===== src/rtl/super_large_number_sweeper.sv =====
// super_large_number_sweeper
// Walks value_o from LO up to HI, one step per accepted handshake, and counts
// how many accepted values the downstream predicate flagged with result_i.
// Optional first-hit capture: define SUPER_LARGE_NUMBER_FIRST_HIT_EN to add
// first_hit_o / first_hit_valid_o.
module super_large_number_sweeper #(
  // 7'sb1000000 is -64, the most negative 7-bit value
  parameter logic signed [6:0] LO = 7'sb1000000,
  parameter logic signed [6:0] HI = 7'sd63
) (
  input  logic              system1000,
  input  logic              system1000_rstn,
  input  logic              start_i,
  output logic signed [6:0] value_o,
  output logic              value_valid_o,
  input  logic              value_ready_i,
  input  logic              result_i,
  output logic [7:0]        count_o,
  output logic              busy_o,
  output logic              done_o
`ifdef SUPER_LARGE_NUMBER_FIRST_HIT_EN
  ,
  output logic signed [6:0] first_hit_o,
  output logic              first_hit_valid_o
`endif
);

  // An empty or inverted range cannot describe a sweep; refuse to elaborate.
  generate
    if (LO > HI) begin : g_bad_range
      $error("super_large_number_sweeper: LO must not exceed HI");
    end
  endgenerate

  typedef enum logic [1:0] {
    S_IDLE = 2'd0,
    S_RUN  = 2'd1,
    S_DONE = 2'd2
  } state_t;

  localparam logic [7:0] COUNT_MAX = 8'd128;

  state_t             r_state;
  logic signed [6:0]  r_value;
  logic               r_valid;
  logic               r_busy;
  logic               r_done;
  logic [7:0]         r_count;

  logic w_handshake;
  logic w_at_hi;

  assign w_handshake = r_valid & value_ready_i;
  // Comparing against HI before incrementing is what keeps HI from wrapping.
  assign w_at_hi     = (r_value == HI);

  // Sweep FSM with all visible outputs held in registers.
  always_ff @(posedge system1000 or negedge system1000_rstn) begin
    if (!system1000_rstn) begin
      r_state <= S_IDLE;
      r_value <= LO;
      r_valid <= 1'b0;
      r_busy  <= 1'b0;
      r_done  <= 1'b0;
      r_count <= 8'd0;
    end else begin
      case (r_state)
        S_IDLE: begin
          r_done <= 1'b0;
          if (start_i) begin
            r_state <= S_RUN;
            r_value <= LO;
            r_count <= 8'd0;
            r_valid <= 1'b1;
            r_busy  <= 1'b1;
          end
        end
        S_RUN: begin
          if (w_handshake) begin
            if (result_i && (r_count != COUNT_MAX)) begin
              r_count <= r_count + 8'd1;
            end
            if (w_at_hi) begin
              // Last value accepted: value_o parks on HI
              r_state <= S_DONE;
              r_valid <= 1'b0;
              r_busy  <= 1'b0;
              r_done  <= 1'b1;
            end else begin
              r_value <= r_value + 7'sd1;
            end
          end
        end
        S_DONE: begin
          r_done  <= 1'b0;
          r_state <= S_IDLE;
        end
        default: begin
          r_state <= S_IDLE;
          r_valid <= 1'b0;
          r_busy  <= 1'b0;
          r_done  <= 1'b0;
        end
      endcase
    end
  end

  assign value_o       = r_value;
  assign value_valid_o = r_valid;
  assign count_o       = r_count;
  assign busy_o        = r_busy;
  assign done_o        = r_done;

`ifdef SUPER_LARGE_NUMBER_FIRST_HIT_EN
  logic signed [6:0] r_first_hit;
  logic              r_first_hit_valid;

  // Capture the first accepted value that the predicate flagged.
  always_ff @(posedge system1000 or negedge system1000_rstn) begin
    if (!system1000_rstn) begin
      r_first_hit       <= 7'sd0;
      r_first_hit_valid <= 1'b0;
    end else if ((r_state == S_IDLE) && start_i) begin
      r_first_hit       <= 7'sd0;
      r_first_hit_valid <= 1'b0;
    end else if ((r_state == S_RUN) && w_handshake && result_i && !r_first_hit_valid) begin
      r_first_hit       <= r_value;
      r_first_hit_valid <= 1'b1;
    end
  end

  assign first_hit_o       = r_first_hit;
  assign first_hit_valid_o = r_first_hit_valid;
`endif

endmodule


===== config.mk =====
export PLATFORM = sky130hd
export DESIGN_NAME = super_large_number_sweeper
export DESIGN_NICKNAME = d
export VERILOG_FILES = /design/src/rtl/super_large_number_sweeper.sv
export SDC_FILE = /design/constraint.sdc
export NUM_CORES = 1
export LEC_CHECK = 0
export ABC_CLOCK_PERIOD_IN_PS = 1800
export CAP_MARGIN = 40
export CORE_MARGIN = 2
export CORE_UTILIZATION = 51
export CTS_BUF_LIST = sky130_fd_sc_hd__clkbuf_8
export DETAILED_ROUTE_END_ITERATION = 8
export GPL_ROUTABILITY_DRIVEN = 0
export HOLD_SLACK_MARGIN = 0.02
export PLACE_DENSITY = 0.81
export SYNTH_ARGS = -nofsm -noshare
export SYNTH_HDL_FRONTEND = slang
export SYNTH_SLANG_ARGS = --single-unit

===== constraint.sdc =====
create_clock -name system1000 -period 1.8 [get_ports system1000]
set_input_delay 0.27 -clock system1000 [delete_from_list [all_inputs] [get_ports system1000]]
set_output_delay 0.27 -clock system1000 [all_outputs]
set_load 0.01 [all_outputs]

==> reports/metrics.csv, run 1 <==
stage,metric,value,unit
outcome,status,completed,
sta,finClkSkew,0.0002528,ns
layout,stdcell_area,1415,um^2
clocking,clock_tree.root_cell,clkbuf_8,
clocking,tritoncts,yes,
setup_path,crit_family,compound AO/OA/AOI/OAI gates,
yosys,ys_ff_latch,19,
clocking,path_clk_slew,0.07,ns
setup_path,crit_path_start_kind,register,
drt,wl_per_cell,15.11,um
setup_path,crit_path_max_fanout,11,
power_and_ir_drop,p_comb_share,47.6,%
layout,antennaDiodeCount,0,
power_and_ir_drop,swShare,37.58,%
setup_path,cp.buffers_inverters,2,
yosys,synth_top_family_by_area,simple AND/OR/NAND/NOR gates,
yosys,synth_fa_ha_area_share,3.610,%
floorplanning,io_pins,23,
layout,drive_gt1_share,15.17,%
global_routing,grt_pass1_vias,956,
clocking,numClockSinks,19,
floorplanning,die_h,49.15,um
yosys,synth-simple-area-share,24.31,%
flow_run,cap_violations,0,
power_and_ir_drop,cellPowerDensity,1333,nW/um^2
power_and_ir_drop,p_clk_share,15.6,%
yosys,synth_xor_area_share,0,%
floorplanning,num_rows,16,
yosys,yosys_warnings,0,
drt,drt_iter0_drc,30,
drt,dr.pass1.iters,4,
placed_design,placed_area,1365,um^2
sta,min_period,1.652,ns
setup_path,worst_path_largest_cell_delay,0.42,ns
global_routing,grt_util_all_layers,23.06,%
setup_path,crit_chain,"inv_1, ha_1, nand4bb_2, o211a_2, buf_4, nand2_1, o21ai_0",
setup_path,cp.arrival,1.78,ns
clocking,clockBufferDepth,2,
power_and_ir_drop,finalPower,1.887,mW
clocking,cts_made_buffers,3,
floorplanning,die_w,49.15,um
global_routing,grt_max_degree,20,
power_and_ir_drop,power_frac_seq,36.8,%
yosys,yosysSeqAreaShare,45.85,%
sta,setup_tns,0,ns
floorplanning,core_region_area,1942,um^2
power_and_ir_drop,irDropWorstVdd,1.031,mV
floorplanning,start_util,53.54,%
sta,finalCritPeriodShare,91.75,%
setup_path,cp-end-kind,register,
sta,timing.fmax,605.5,MHz
power_and_ir_drop,p_leak,0.6086,nW
placed_design,portBuffers,22,
yosys,syn_inst,110,
yosys,synth_compound_area_share,20.46,%
drt,wirelength,2.599,mm
yosys,synthesis.area,1040,um^2
sta,max-slew-margin-rel,68.58,%
global_routing,grt_first_pass_wirelength,4.312,mm
power_and_ir_drop,p_int,1.178,mW
clocking,htree_levels,1,
yosys,muxShareOfSynthArea,0,%
setup_path,crit_required,1.93,ns
power_and_ir_drop,switchingPower,0.7091,mW
layout,areaGrowthSynthToFinish,36.10,%
clocking,post_cts_buffers,0,
sta,worst_pin_slew,0.4712,ns
setup_path,cpMaxStageDelayCell,dfrtp_1,
drt,num_vias,1022,
floorplanning,die_area,2416,um^2
sta,rsz0062_at_grt,no,
yosys,synth_cell_type_count,33,
layout,nets,154,
sta,drv_slew,0,
placed_design,dp_hpwl,1.883,mm
yosys,synth_area_per_cell,9.452,um^2
drt,postRouteAntennaNets,0,
drt,drc,0,
global_routing,antenna_found_initial,0,
drt,via_per_inst,5.942,
setup_path,worstSetupPathType,reg2reg,
global_routing,overflow,0,
sta,setup_viol,0,
min_path,hold_path.class,in2async,
yosys,synthesis.nets,118,
clocking,insertion_delay,0.25,ns
clocking,ctsHoldBuffers,0,
sta,hold_viol,0,
[synthesized netlist by cell type]
cell type / n / area, um^2
buf_2: 3 / 15.01
nor2_1: 7 / 26.28
o41ai_1: 1 / 8.760
o21ai_0: 6 / 30.03
nand4bb_2: 1 / 16.27
nand3b_1: 2 / 15.01
a21boi_1: 1 / 7.510
and4b_1: 1 / 10.01
or3_1: 1 / 6.260
nand3_1: 7 / 35.03
nor3_1: 2 / 10.01
nor3b_1: 2 / 15.01
o32ai_1: 1 / 8.760
buf_4: 1 / 7.510
dfrtp_1: 18 / 450.4
nand4b_1: 2 / 17.52
a31oi_1: 4 / 25.02
nand4_1: 1 / 6.260
nor2b_1: 2 / 12.51
o31ai_1: 3 / 22.52
and3_1: 4 / 25.02
a211oi_1: 1 / 7.510
nand2b_1: 5 / 31.28
inv_1: 7 / 26.28
a21oi_1: 5 / 25.02
o211a_1: 1 / 10.01
nand2_1: 7 / 26.28
buf_6: 1 / 11.26
a41oi_1: 2 / 17.52
o211ai_1: 6 / 45.04
ha_1: 3 / 37.54
dfstp_2: 1 / 26.28
o21ai_1: 1 / 5.000
[stage by stage]
step                      hold slack, ns  utilization [%]  worst slack, ns  cells
after floorplan                 -0.02559                -           0.2447    110
after global placement            0.4884            70.30          0.03638    168
after detailed placement          0.4992            70.30         -0.05330    168
after CTS                         0.3566            72.68        0.0007343    172
after global routing              0.3895            72.87          0.02737    172
final                             0.3485            72.87           0.1485    172
[power by group through the flow]
stage	Clock [mW]	Combinational, mW	Sequential [mW]
global route	0.316	0.970	0.714
CTS	0.298	0.897	0.691
finish	0.294	0.899	0.694
detailed placement	0	0.884	0.697
global placement	0	0.847	0.682
floorplan	0	0.335	0.760
[cell type report]
cell class / instances / area [um^2]
fillers: 157 / 526.8
clock inverters: 1 / 5.005
inverters: 7 / 26.28
well taps: 27 / 33.78
multi-input cells: 79 / 506.7
repair buffers: 36 / 325.3
clock buffers: 3 / 41.29
flip-flops and latches: 19 / 476.7
[repair_timing]
item                                    4_1_cts  5_1_grt
resized for setup                             0        2
hold endpoints to repair                      0        0
endpoints found under the setup margin        0        9
[cells in the final DEF (no fill, tap or decap), drive strengths merged, types with 2 or more instances in the layout]
cell type	n
nor2	7
a21oi	5
o31ai	3
a41oi	2
nor2b	2
ha	3
clkdlybuf4s50	22
dfrtp	18
o21ai	7
nand2	7
o211ai	6
nor3b	2
and3	4
nand4b	2
nand3	7
inv	7
a31oi	4
nand3b	2
clkbuf	3
buf	14
nand2b	5
nor3	2
[routing by layer]
metal	up-vias	routed length, um	track usage [%]
met5	-	0	0
met4	0	15	7.143
met3	3	107	3.681
met2	36	1287	38.29
met1	509	1189	30.85
li1	474	-	-
[path summary, 6_finish.rpt]
kind	start	endpoint	slack [ns]	cells after the start
hold / removal	system1000_rstn	busy_o	0.35	2
min in group system1000	value_o[6]	value_o[6]	0.51	2
max in group asynchronous	system1000_rstn	value_o[6]	1.19	2
hold reg to reg	value_o[6]	value_o[6]	0.51	2
setup reg to reg	count_o[0]	count_o[1]	0.15	7
setup / recovery	count_o[0]	count_o[1]	0.15	7
[state kept, by name, indices dropped and copies added (netlist names)]
signal   flops
r_state      2
value_o      7
done_o       1
count_o      8
busy_o       1
[cell families after synthesis]
kind of cell	Yosys count
simple gates	44
compound gates	32
flops	19
buf+inv	12
fa+ha+maj	3
No activity file was read; power rests on OpenSTA's default activity.
==> run 2: changes to the inputs <==
- MAX_ROUTING_LAYER: not set -> met4
==> run 2 against run 1 <==
  * Wire length is 0.58% lower
  * Register-to-register slack is essentially flat
  * Core utilization unchanged
  * Worst hold slack improved by 0.00087 ns
  * Clock power hardly changed
  * Largest cell class unchanged
  * Combinational power hardly changed
  * Cell area is the same
  * Critical path depth unchanged
  * Via count is 0.29% lower
  * Sequential power about the same
  * Fmax grew 0.18%
==> reports/metrics.csv, run 2 (synthesis results as in run 1) <==
stage,metric,value,unit
clocking,clockBufferDepth,2,
setup_path,cpMaxStageDelayCell,dfrtp_1,
setup_path,cp-end-kind,register,
global_routing,grt_util_all_layers,23.85,%
placed_design,dp_cells,168,
min_path,hold_path.class,in2async,
floorplanning,core_region_area,1942,um^2
sta,finalCritPeriodShare,91.58,%
sta,hold-worst-slack,0.3493,ns
sta,max-slew-margin-rel,68.70,%
drt,wirelength,2.584,mm
sta,finClkSkew,0.003414,ns
drt,drt_iter0_drc,28,
drt,dr.pass1.iters,4,
clocking,path_clk_slew,0.07,ns
floorplanning,die_w,49.15,um
setup_path,worst_path_largest_cell_delay,0.42,ns
clocking,htree_levels,1,
setup_path,critPathLaunch,count_o[0],
sta,setup_viol,0,
drt,drc,0,
sta,min_period,1.649,ns
outcome,status,completed,
floorplanning,die_h,49.15,um
clocking,post_cts_buffers,0,
layout,stdcell_area,1415,um^2
drt,postRouteAntennaNets,0,
sta,setup_ws,0.1515,ns
global_routing,antenna_found_initial,0,
sta,drv_slew,0,
layout,areaGrowthSynthToFinish,36.10,%
global_routing,overflow,0,
global_routing,grt_max_degree,20,
sta,rsz0062_at_grt,no,
power_and_ir_drop,cellPowerDensity,1333,nW/um^2
flow_run,cap_violations,0,
floorplanning,start_util,53.54,%
setup_path,crit_path_start_kind,register,
layout,fin_cells,172,
power_and_ir_drop,irDropWorstVdd,1.027,mV
clocking,numClockSinks,19,
power_and_ir_drop,p_leak,0.6086,nW
sta,timing.fmax,606.6,MHz
drt,via_per_inst,5.924,
setup_path,crit_family,compound AO/OA/AOI/OAI gates,
setup_path,r2r_start,count_o[0],
setup_path,rrSetupSlack,0.15,ns
layout,layout_commonest_cell,clkdlybuf4s50_1,
layout,antennaDiodeCount,0,
setup_path,r2r_cells,7,
floorplanning,num_rows,16,
placed_design,dp_hpwl,1.883,mm
placed_design,placed_area,1365,um^2
layout,drive_gt1_share,15.17,%
layout,final_cell_mix,"clkdlybuf4s50_1 (22), dfrtp_1 (18), buf_4 (14)",
setup_path,crit_path_max_fanout,11,
setup_path,crit_required,1.92,ns
clocking,cts_made_buffers,3,
setup_path,rr_endpoint,count_o[1],
placed_design,pre_cts_slack,-0.05330,ns
placed_design,portBuffers,22,
global_routing,grt_pass1_vias,955,
sta,setup_tns,0,ns
global_routing,grt_first_pass_wirelength,4.326,mm
setup_path,worstSetupPathType,reg2reg,
layout,largest_register_ffs,8,
setup_path,cp.buffers_inverters,2,
clocking,ctsHoldBuffers,0,
clocking,insertion_delay,0.26,ns
drt,wl_per_cell,15.02,um
clocking,clock_tree.root_cell,clkbuf_8,
floorplanning,io_pins,23,
sta,worst_pin_slew,0.4694,ns
setup_path,crit_chain,"inv_1, ha_1, nand4bb_2, o211a_2, buf_4, nand2_1, o21ai_0",
layout,final_core_util,72.87,%
setup_path,cp.arrival,1.77,ns
clocking,tritoncts,yes,
drt,num_vias,1019,
layout,nets,154,
floorplanning,die_area,2416,um^2
power_and_ir_drop,finalPower,1.887,mW
sta,hold_viol,0,
[run 2: final cells by class]
cell class	instances	area, um^2
inverters	7	26.28
flip-flops and latches	19	476.7
well taps	27	33.78
multi-input cells	79	506.7
repair buffers	36	325.3
fillers	157	526.8
clock buffers	3	41.29
clock inverters	1	5.005
[run 2: power by group]
part / total (mW) / leakage (nW) / internal, mW / switching, mW
Combinational: 0.898 / 0.349 / 0.470 / 0.427
Sequential: 0.694 / 0.235 / 0.553 / 0.141
Clock: 0.295 / 0.0255 / 0.154 / 0.141
[run 2: worst max-delay path by stage]
stage	slack (ns)	cells past startpoint	endpoint
after global routing	0.03	7	count_o[1]
after floorplan	0.24	5	count_o[6]
final	0.15	7	count_o[1]
after detailed placement	-0.05	5	value_o[2]
after CTS	0.0007	5	value_o[3]
after global placement	0.04	5	value_o[3]
[run 2: layer usage]
metal | global-route usage [%] | vias up | routed length (um)
met5 | - | - | 0
li1 | - | 476 | -
met4 | 7.143 | 0 | 17
met1 | 31.45 | 507 | 1191
met2 | 38.06 | 33 | 1268
met3 | 3.681 | 3 | 106
[run 2: timing repair]
item | 4_1_cts | 5_1_grt
endpoints found under the setup margin | 0 | 8
resized for setup | 0 | 2
endpoints found under the hold margin | 0 | 0
